$ cat src/rtl/branch_resolve_unit_pkg.sv
// Shared types and constants for the EX-stage branch resolve unit.
//
// Contents:
//   BR_WD           width of the {e, target} prediction/redirect buses
//   STALL_W         width of the pipeline stall vector
//   STALL_EX        index of the EX hold bit inside the stall vector
//   STOP / NO_STOP  values of a stall bit (hold / advance)
//   brs_state_e     redirect FSM state (IDLE = 1'b0, HOLD = 1'b1)
//   br_bus_t        packed view of an {e, target} bus
//   resolve_redirect  compares a prediction against the real outcome
package branch_resolve_unit_pkg;

  localparam int BR_WD    = 33;
  localparam int STALL_W  = 6;
  localparam int STALL_EX = 3;

  localparam logic STOP    = 1'b1;
  localparam logic NO_STOP = 1'b0;

  typedef enum logic {
    IDLE = 1'b0,
    HOLD = 1'b1
  } brs_state_e;

  typedef struct packed {
    logic        e;
    logic [31:0] target;
  } br_bus_t;

  // Returns {1, redirect address} when the prediction was wrong, else all
  // zeros. A predicted-taken non-branch falls through to pc+4; a predicted
  // branch that did not go falls through past its delay slot.
  function automatic br_bus_t resolve_redirect(
    input br_bus_t     pred,
    input logic [31:0] pc,
    input logic        is_branch,
    input logic        taken,
    input logic [31:0] target,
    input logic [31:0] fallthru_off
  );
    br_bus_t r;
    r = '0;
    if (pred.e && !is_branch) begin
      r.e      = 1'b1;
      r.target = pc + 32'd4;
    end else if (pred.e && !taken) begin
      r.e      = 1'b1;
      r.target = pc + fallthru_off;
    end else if (pred.e && (pred.target != target)) begin
      r.e      = 1'b1;
      r.target = target;
    end else if (!pred.e && is_branch && taken) begin
      r.e      = 1'b1;
      r.target = target;
    end
    return r;
  endfunction

endpackage

$ cat src/rtl/branch_resolve_unit_if.sv
// EX-stage branch resolve bus.
//
// Handshake: the redirect on br_bus is a valid/ready pair. br_bus.e is the
// valid and fetch_ready is the ready; a redirect is transferred on a clock
// edge where both are high. Once raised, e stays high and the target stays
// constant until that transfer (or until a flush/reset cancels it).
//
// Signals:
//   ex_valid, ex_pc, ex_is_branch, ex_taken, ex_target : EX instruction and
//                                                        its real outcome
//   bp_to_ex_bus : {pred_e, pred_target} aligned with EX
//   fetch_ready  : PC generator accepts a redirect this cycle
//   br_bus       : {br_e, br_target} redirect + BTB install
//   mispredict   : one-cycle pulse per detected mispredict
//
// Modports: master = pipeline side (EX, predictor, fetch), slave = resolver.
interface branch_resolve_unit_if;
  import branch_resolve_unit_pkg::*;

  logic             ex_valid;
  logic [31:0]      ex_pc;
  logic             ex_is_branch;
  logic             ex_taken;
  logic [31:0]      ex_target;
  logic [BR_WD-1:0] bp_to_ex_bus;
  logic             fetch_ready;
  logic [BR_WD-1:0] br_bus;
  logic             mispredict;

  modport master (
    output ex_valid, ex_pc, ex_is_branch, ex_taken, ex_target,
    output bp_to_ex_bus, fetch_ready,
    input  br_bus, mispredict
  );

  modport slave (
    input  ex_valid, ex_pc, ex_is_branch, ex_taken, ex_target,
    input  bp_to_ex_bus, fetch_ready,
    output br_bus, mispredict
  );

endinterface

$ cat src/rtl/branch_resolve_unit_sat_counter.sv
// Saturating up-counter used for the branch performance counters.
//
// Ports:
//   clk   : clock
//   rst   : asynchronous active-low reset (count -> 0)
//   inc   : add one this cycle unless already all-ones
//   count : current value
module sat_counter #(
  parameter int CNT_W = 32
) (
  input  logic             clk,
  input  logic             rst,
  input  logic             inc,
  output logic [CNT_W-1:0] count
);

  logic [CNT_W-1:0] count_q;
  logic [CNT_W-1:0] count_d;

  always_comb begin
    count_d = count_q;
    if (inc && (count_q != {CNT_W{1'b1}})) begin
      count_d = count_q + CNT_W'(1);
    end
  end

  always_ff @(posedge clk or negedge rst) begin
    if (!rst) begin
      count_q <= '0;
    end else begin
      count_q <= count_d;
    end
  end

  assign count = count_q;

endmodule

$ cat src/rtl/branch_resolve_unit.sv
// EX-stage branch resolve unit.
//
// Compares the predictor's EX-aligned prediction against the real outcome,
// raises a zero-latency redirect on br_bus when they disagree, holds that
// redirect until fetch takes it, and counts resolved branches/mispredicts.
//
// Ports:
//   clk, rst    : clock, asynchronous active-low reset
//   stall       : pipeline stall vector, bit STALL_EX = EX hold
//   flush       : exception/pipeline flush, cancels any redirect
//   bus         : resolve bus (slave side), see branch_resolve_unit_if
//   dbg_state   : current redirect FSM state
//   branch_cnt  : saturating count of resolved branches
//   mispred_cnt : saturating count of mispredicts
module branch_resolve_unit
  import branch_resolve_unit_pkg::*;
#(
  parameter int          CNT_W        = 32,
  parameter logic [31:0] FALLTHRU_OFF = 32'd8
) (
  input  logic                clk,
  input  logic                rst,
  input  logic [STALL_W-1:0]  stall,
  input  logic                flush,
  branch_resolve_unit_if.slave bus,
  output brs_state_e          dbg_state,
  output logic [CNT_W-1:0]    branch_cnt,
  output logic [CNT_W-1:0]    mispred_cnt
);

  brs_state_e  state_q, state_d;
  logic [31:0] pend_target_q, pend_target_d;
  logic        resolved_q, resolved_d;

  br_bus_t pred;
  br_bus_t redir;
  br_bus_t br_out;
  logic    ex_hold;
  logic    eval;
  logic    mis_fire;
  logic    unused_stall;

  assign pred    = bus.bp_to_ex_bus;
  assign ex_hold = (stall[STALL_EX] == STOP);

  // Only the EX hold bit matters here.
  assign unused_stall = ^{stall[STALL_W-1:STALL_EX+1], stall[STALL_EX-1:0]};

  assign redir = resolve_redirect(pred, bus.ex_pc, bus.ex_is_branch,
                                  bus.ex_taken, bus.ex_target, FALLTHRU_OFF);

  // An instruction is looked at once: not while a redirect is still being
  // held, not while flushed, and not again while EX is frozen on it.
  assign eval     = (state_q == IDLE) && bus.ex_valid && !flush && !resolved_q;
  assign mis_fire = eval && redir.e;

  // Redirect output. The live compare result goes out in the same cycle;
  // in HOLD the latched target is replayed. Reset is folded in so that an
  // asynchronous reset drops br_e immediately even with live EX inputs.
  always_comb begin
    br_out = '0;
    if (rst && !flush) begin
      if (state_q == HOLD) begin
        br_out.e      = 1'b1;
        br_out.target = pend_target_q;
      end else if (mis_fire) begin
        br_out = redir;
      end
    end
  end

  assign bus.br_bus     = br_out;
  assign bus.mispredict = rst && mis_fire;

  always_comb begin
    state_d       = state_q;
    pend_target_d = pend_target_q;
    resolved_d    = resolved_q;
    if (flush) begin
      state_d       = IDLE;
      pend_target_d = '0;
      resolved_d    = 1'b0;
    end else begin
      case (state_q)
        IDLE: begin
          if (mis_fire && !bus.fetch_ready) begin
            state_d       = HOLD;
            pend_target_d = redir.target;
          end
        end
        HOLD: begin
          if (bus.fetch_ready) begin
            state_d = IDLE;
          end
        end
        default: state_d = IDLE;
      endcase
      // The flag lives exactly as long as EX stays frozen on the instruction
      // that was already evaluated.
      if (!ex_hold) begin
        resolved_d = 1'b0;
      end else if (eval) begin
        resolved_d = 1'b1;
      end
    end
  end

  always_ff @(posedge clk or negedge rst) begin
    if (!rst) begin
      state_q       <= IDLE;
      pend_target_q <= '0;
      resolved_q    <= 1'b0;
    end else begin
      state_q       <= state_d;
      pend_target_q <= pend_target_d;
      resolved_q    <= resolved_d;
    end
  end

  assign dbg_state = state_q;

  sat_counter #(.CNT_W(CNT_W)) u_branch_cnt (
    .clk   (clk),
    .rst   (rst),
    .inc   (eval && bus.ex_is_branch),
    .count (branch_cnt)
  );

  sat_counter #(.CNT_W(CNT_W)) u_mispred_cnt (
    .clk   (clk),
    .rst   (rst),
    .inc   (mis_fire),
    .count (mispred_cnt)
  );

endmodule

$ cat src/flat_wrapper.sv
// flat-port wrapper written by rule: the top's interface ports become plain ports
module branch_resolve_unit_flat import branch_resolve_unit_pkg::*;
#(
  parameter int          CNT_W        = 32,
  parameter logic [31:0] FALLTHRU_OFF = 32'd8
)
  (clk, rst, stall, flush, dbg_state, branch_cnt, mispred_cnt, bus_ex_valid, bus_ex_pc, bus_ex_is_branch, bus_ex_taken, bus_ex_target, bus_bp_to_ex_bus, bus_fetch_ready, bus_br_bus, bus_mispredict);
  branch_resolve_unit_if bus_i ();
  input  logic clk;
  input  logic rst;
  input  logic [STALL_W-1:0] stall;
  input  logic flush;
  output brs_state_e dbg_state;
  output logic [CNT_W-1:0] branch_cnt;
  output logic [CNT_W-1:0] mispred_cnt;
  input wire logic [$bits(bus_i.ex_valid)-1:0] bus_ex_valid;
  input wire logic [$bits(bus_i.ex_pc)-1:0] bus_ex_pc;
  input wire logic [$bits(bus_i.ex_is_branch)-1:0] bus_ex_is_branch;
  input wire logic [$bits(bus_i.ex_taken)-1:0] bus_ex_taken;
  input wire logic [$bits(bus_i.ex_target)-1:0] bus_ex_target;
  input wire logic [$bits(bus_i.bp_to_ex_bus)-1:0] bus_bp_to_ex_bus;
  input wire logic [$bits(bus_i.fetch_ready)-1:0] bus_fetch_ready;
  output wire logic [$bits(bus_i.br_bus)-1:0] bus_br_bus;
  output wire logic [$bits(bus_i.mispredict)-1:0] bus_mispredict;
  assign bus_i.ex_valid = bus_ex_valid;
  assign bus_i.ex_pc = bus_ex_pc;
  assign bus_i.ex_is_branch = bus_ex_is_branch;
  assign bus_i.ex_taken = bus_ex_taken;
  assign bus_i.ex_target = bus_ex_target;
  assign bus_i.bp_to_ex_bus = bus_bp_to_ex_bus;
  assign bus_i.fetch_ready = bus_fetch_ready;
  assign bus_br_bus = bus_i.br_bus;
  assign bus_mispredict = bus_i.mispredict;
  branch_resolve_unit #(.CNT_W(CNT_W), .FALLTHRU_OFF(FALLTHRU_OFF)) u_core (.clk(clk), .rst(rst), .stall(stall), .flush(flush), .bus(bus_i), .dbg_state(dbg_state), .branch_cnt(branch_cnt), .mispred_cnt(mispred_cnt));
endmodule
$ cat config.mk
export PLATFORM = sky130hd
export DESIGN_NAME = branch_resolve_unit_flat
export DESIGN_NICKNAME = d
export VERILOG_FILES = /design/src/rtl/branch_resolve_unit_pkg.sv /design/src/rtl/branch_resolve_unit_if.sv /design/src/rtl/branch_resolve_unit_sat_counter.sv /design/src/rtl/branch_resolve_unit.sv /design/src/flat_wrapper.sv
export SDC_FILE = /design/constraint.sdc
export NUM_CORES = 1
export LEC_CHECK = 0
export BUFFER_PORTS_ARGS = -buffer_cell sky130_fd_sc_hd__buf_4
export CORE_MARGIN = 2
export CORE_UTILIZATION = 48
export CTS_BUF_LIST = sky130_fd_sc_hd__clkbuf_4 sky130_fd_sc_hd__clkbuf_8
export DETAILED_ROUTE_END_ITERATION = 8
export GPL_TIMING_DRIVEN = 0
export PLACE_DENSITY_LB_ADDON = 0.12
export SLEW_MARGIN = 10
export SYNTH_ARGS = -nofsm -noshare
export SYNTH_HDL_FRONTEND = slang
export SYNTH_HIERARCHICAL = 1
export SYNTH_SLANG_ARGS = --single-unit
$ cat constraint.sdc
create_clock -name clk -period 2.2 [get_ports clk]
set_input_delay 0.22 -clock clk [delete_from_list [all_inputs] [get_ports clk]]
set_output_delay 0.22 -clock clk [all_outputs]
set_load 0.1 [all_outputs]
## Word-level counts from Yosys, hierarchy flattened

Index checks and enable logic that the tools add are counted.

- Bits of input ports: 110
- Register bits after elaboration: 98

- Bitwise logic cells: 1
- Reductions and logical operators: 23
- Equality and inequality tests: 5
- Mux-type cells: 17
- Add/subtract/negate cells: 4

Operator list:

| operator | number |
|---|---|
| 33-bit two-way mux | 7 |
| 32-bit two-way mux | 3 |
| 32-bit by 1-bit adder with 32-bit output (second input constant) | 2 |
| 32-bit inequality test (second input constant) | 2 |
| 32-bit by 3-bit adder with 32-bit output (second input constant) | 1 |
| 32-bit by 4-bit adder with 32-bit output (second input constant) | 1 |
| 32-bit inequality test | 1 |
| 1-bit logical AND | 15 |
| 1-bit zero test | 6 |
| 1-bit two-way mux | 6 |
| 3-bit by 1-bit inequality test with 1-bit output (second input constant) | 1 |
| 2-bit inequality test (second input constant) | 1 |
| 1-bit one-hot mux with 2 select lines | 1 |
| 2-bit AND reduction | 1 |
| 2-bit nonzero test | 1 |
| 1-bit inverter | 1 |

## Logic depth before layout (Yosys ltp)

- Depth in word-level cells: 12
- Depth in mapped cells: 11
- Gate-level depth less buffers: 10

## Modules after synthesis

The synthesis kept the hierarchy.

By module, submodules not included:

| module | area each (um^2) | times used | cells an instance |
|---|---|---|---|
| branch_resolve_unit | 3402.0 | 1 | 427 |
| sat_counter | 1624.1 | 2 | 151 |

## Worst setup path after synthesis

OpenSTA, ideal clock, no wires.

- Path type: reg-to-output
- From: reg u_core.state_q, in the netlist u_core/dbg_state
- To: out bus_br_bus[11]
- Arrival: 4238 ps
- Setup slack: -2258 ps
- Buffers on the path: 1
- Cell stages (with the launch flop): 7
- Required time: 1980 ps
- Cell sequence: dfrtp_1 -> nor4b_1 -> o21ai_0 -> a21oi_2 -> nand3_1 -> clkbuf_1 -> o21ai_0

- Longest elaborated chain between the ends: 8

RTL lines:

| element | RTL line | text |
|---|---|---|
| start, declared | branch_resolve_unit.sv:31 | `brs_state_e state_q, state_d;` |
| start signal, assigned | branch_resolve_unit.sv:114 | `state_q <= state_d;` |
| 1-bit inverter | branch_resolve_unit.sv:54 | `assign eval = (state_q == IDLE) && bus.ex_valid && !flush && !resolved_q;` |
| 1-bit logical AND (3 in series) | branch_resolve_unit.sv:54 |  |
| 1-bit logical AND | branch_resolve_unit.sv:55 | `assign mis_fire = eval && redir.e;` |
| named net u_core.mis_fire | branch_resolve_unit.sv:40 | `logic mis_fire;` |
| 33-bit two-way mux | branch_resolve_unit.sv:66 | `end else if (mis_fire) begin` |
| 33-bit two-way mux | branch_resolve_unit.sv:63 | `if (state_q == HOLD) begin` |
| 33-bit two-way mux | branch_resolve_unit.sv:62 | `if (rst && !flush) begin` |
| end, declared | flat_wrapper.sv:23 | `output wire logic [$bits(bus_i.br_bus)-1:0] bus_br_bus;` |

The timed path passes the listed nets, and every way through them passes these cells.

## Worst setup path after layout

- From: in bus_ex_target[3]
- To: out bus_br_bus[13]

- Longest elaborated chain between the ends: 9

RTL lines:

| element | RTL line | text |
|---|---|---|
| start, declared | flat_wrapper.sv:20 | `input wire logic [$bits(bus_i.ex_target)-1:0] bus_ex_target;` |
| 32-bit inequality test (*) | branch_resolve_unit_pkg.sv:49 | `end else if (pred.e && (pred.target != target)) begin` |
| 1-bit logical AND (*) | branch_resolve_unit_pkg.sv:49 |  |
| 33-bit two-way mux (*) | branch_resolve_unit_pkg.sv:49 |  |
| 33-bit two-way mux (*) | branch_resolve_unit_pkg.sv:46 | `end else if (pred.e && !taken) begin` |
| 33-bit two-way mux (*) | branch_resolve_unit_pkg.sv:43 | `if (pred.e && !is_branch) begin` |
| 1-bit logical AND | branch_resolve_unit.sv:55 |  |
| 33-bit two-way mux (*) | branch_resolve_unit.sv:66 |  |
| 33-bit two-way mux (*) | branch_resolve_unit.sv:63 |  |
| 33-bit two-way mux (*) | branch_resolve_unit.sv:62 |  |

Mark *: on every way between the ends. The rest lies on a longest branch, timed or not.

==> reports/results.ini <==
[clock_network]
cts_hold_buf=1
clk_pin_slew_ns=0.09
cts-root-buf=clkbuf_8
cts_max_path_buffers=2
cts.sinks=98
cts_tree=yes
clock_latency_ns=0.37
htreeDepth=3
numCtsBuffers=9

[critical_path]
critPathMaxFanout=7
crit_type=input port to primary output
crit_path_start=bus_ex_target[3]
ff2ff_path_depth=10
cp-start-kind=input port
slowest_stage=nor2_1
rr_startpoint=u_core/dbg_state
slowest_delay_ns=0.61
critPathArrivalTime_ns=2.37
cp-end-kind=primary output
crit_required_ns=1.98
r2r_end=u_core/u_mispred_cnt/count[29]
r2r_setup_slack_ns=-0.20
endpoint=bus_br_bus[13]
crit_chain=buf_4 -> xnor2_1 -> nand4_1 -> nor4_4 -> and4_4 -> nor2_1 -> a32oi_2 -> o21ai_4 -> buf_6

[place]
dpl.hpwl_mm=17.0
gp_congestion=0.926
dpl-instance-area_sq_um=8930
io_buffers=199
place_inst=1108

[synthesis]
yosysSeqAreaShare_pct=36.9
synth_top_family_by_area=simple AND/OR/NAND/NOR gates
synth-edff-count=0
synth_ff_type=dfrtp_1
synth_compound_area_share_pct=11.7
syn_avg_cell_area_sq_um=9.12
synthSimpleGateAreaFrac_pct=27.0
synth_adder_area_share_pct=0.753
ys_types=65
synth_xor_area_share_pct=14.8
ys_ff_latch=98
netlist_instances=729
syn_nets=843
ys_async_sr_fraction_pct=100
synthMuxAreaShare_pct=6.11
synth_area_sq_um=6650
yosys_warnings=6

[hold_path]
hold_path_class=input port to async pin

[routing]
first_iter_violations=541
num_vias=6953
drc=0
detail_route.wl_per_cell_microns=20.3
ant_nets=0
wirelength_mm=23.8
drtPass1Iterations=5
viasPerCell=5.94

[sta]
period_needed_ns=2.59
skew_ns=0.0166
maxSlewHeadroom_pct=47.8
timing.fmax_mhz=386
setup_viol=66
worst_slack_ns=-0.390
finalHoldViolCount=98
holdWs_ns=-0.233
period_share_pct=118
grt_setup_unrepaired=yes
worstMarginPinSlew_ns=0.780
slew_violations=0

[grt]
grt_pass1_wl_mm=35.2
grt_pass1_vias=6617
antenna_found_initial=0
overflow=0
grt_max_degree=102
grt_usage_pct=30.5

[pwr]
swShare_pct=38.9
switchingPower_mw=2.04
comb_power_share_pct=35.0
seqPwrFrac_pct=39.6
finalPower_mw=5.24
internal_power_mw=3.21
power.share.clock_pct=25.4
p_leak_nw=4.31
ir_drop_mv=0.370
power_density_nw_per_um2=491

[outcome]
status=finished with violations
violations=negative hold slack, negative setup slack

[final_layout]
stdcell_area_sq_um=10700
final_common_cell=buf_4
antenna_cells=0
syn2layout_area_growth_pct=60.7
fin_nets=1099
instances_no_fill=1170
layout_common_cells=195 x buf_4, 106 x nand2_1, 84 x xnor2_1, 48 x nand4_1, 39 x buf_12
drive_gt1_share_pct=50.3

[flow_run]
drv_cap=0

[die]
initial_core_util_pct=48.5
rows=43
io_pins=209
coreArea_sq_um=13700
die_w_microns=122
die_h_microns=122
die_area_sq_um=14800

==> state kept, by name, indices dropped and copies added (netlist names) <==
register / cells
u_core/resolved_q: 1
u_core/u_mispred_cnt/count: 32
u_core/dbg_state: 1
u_core/pend_target_q: 32
u_core/u_branch_cnt/count: 32
==> power by group through the flow <==
stage	logic [mW]	clock network, mW	registers (mW)
final	1.83	1.33	2.08
after global routing	1.91	1.42	2.09
after CTS	1.74	1.35	2.06
after detailed placement	1.61	0	2.09
after global placement	1.59	0	2.08
after floorplan	0.511	0	2.64
==> critical path: cells and delay by family <==
family	cells	cell delay, ns
and+or+nand+nor	4	1.13
buffers and inverters	2	0.37
AOI/OAI and AO/OA	2	0.52
xor gates and xnor gates	1	0.12
==> per-stage QoR <==
stage	setup TNS [ns]	hold slack (ns)	util, %	setup WS [ns]
3_5_place_dp	-80.23	0.402	65.1	-1.23
5_1_grt	-18.43	-0.164	77.9	-0.453
3_3_place_gp	-75.90	0.400	65.1	-1.20
2_1_floorplan	-11.16	-0.0756	-	-0.401
4_1_cts	-12.03	-0.194	73.4	-0.406
6_report	-13.93	-0.233	77.9	-0.390
==> area by class of cell <==
| type | count | area, sq um |
|---|---|---|
| Clock buffer | 12 | 153 |
| Timing Repair Buffer | 248 | 2450 |
| Tap cell | 180 | 225 |
| Inverter | 9 | 37.5 |
| Multi-Input combinational cell | 595 | 4920 |
| Fill cell | 922 | 3040 |
| Sequential cell | 98 | 2590 |
| Buffer | 24 | 238 |
| Clock inverter | 4 | 75.1 |
==> cells in the mapped netlist, drive strengths merged, types with 2 or more instances <==
master | n | share of area (%)
a21oi | 18 | 1.5
a221oi | 3 | 0.40
a22o | 7 | 0.92
a22oi | 17 | 1.9
a2bb2oi | 2 | 0.26
a311oi | 3 | 0.40
a31oi | 5 | 0.47
a32o | 4 | 0.60
a41oi | 2 | 0.26
and2 | 2 | 0.19
and3 | 7 | 0.66
and4 | 9 | 1.2
buf | 13 | 1.5
clkbuf | 14 | 0.83
dfrtp | 98 | 37
ha | 4 | 0.75
inv | 9 | 0.51
mux2 | 11 | 2.1
mux2i | 26 | 4.0
nand2 | 108 | 6.2
nand2b | 5 | 0.47
nand3 | 43 | 3.4
nand3b | 2 | 0.23
nand4 | 52 | 5.3
nor2 | 44 | 2.5
nor2b | 12 | 1.2
nor3 | 21 | 2.1
nor3b | 2 | 0.23
nor4 | 14 | 2.1
nor4b | 2 | 0.36
o211ai | 4 | 0.45
o21a | 2 | 0.23
o21ai | 36 | 2.7
o31ai | 5 | 1.1
or4 | 4 | 0.68
xnor2 | 95 | 13
xor2 | 17 | 2.2
==> how the worst min path moves through the flow <==
stage,slack [ns],startpoint,to,depth (start not counted)
after floorplan,-0.08,rst,u_core/pend_target_q[0],0
after global placement,0.40,bus_fetch_ready,u_core/dbg_state,2
after detailed placement,0.40,bus_fetch_ready,u_core/dbg_state,2
after CTS,-0.19,rst,u_core/u_branch_cnt/count[27],1
after global routing,-0.16,rst,u_core/u_branch_cnt/count[30],1
final,-0.23,rst,u_core/u_branch_cnt/count[29],1
==> repair_timing <==
action	in CTS	in global routing
setup buffers	15	30
gates resized for setup	155	85
endpoints found under the setup margin	103	104
gates cloned	2	1
endpoints found under the hold margin	99	98
pin swaps	24	41
==> cell families (layout without fill, tap and decap cells) <==
| logic type | Yosys count | after routing |
|---|---|---|
| simple gates | 329 | 329 |
| compound gates | 113 | 113 |
| xor+xnor | 112 | 112 |
| flops | 98 | 98 |
| mux | 37 | 37 |
| buf+inv | 36 | 297 |
| fa+ha+maj | 4 | 4 |
==> routing by layer <==
| layer | up-vias | wire [microns] | share of wire, % | track usage [%] |
|---|---|---|---|---|
| met5 | - | 0 | 0 | 0 |
| met4 | 0 | 602 | 2.5 | 9.77 |
| met3 | 47 | 1430 | 6.0 | 5.20 |
| met2 | 302 | 12200 | 51 | 52.7 |
| met1 | 3436 | 9560 | 40 | 39.0 |
| li1 | 3168 | - | - | - |
(Power assumes the default switching activity.)
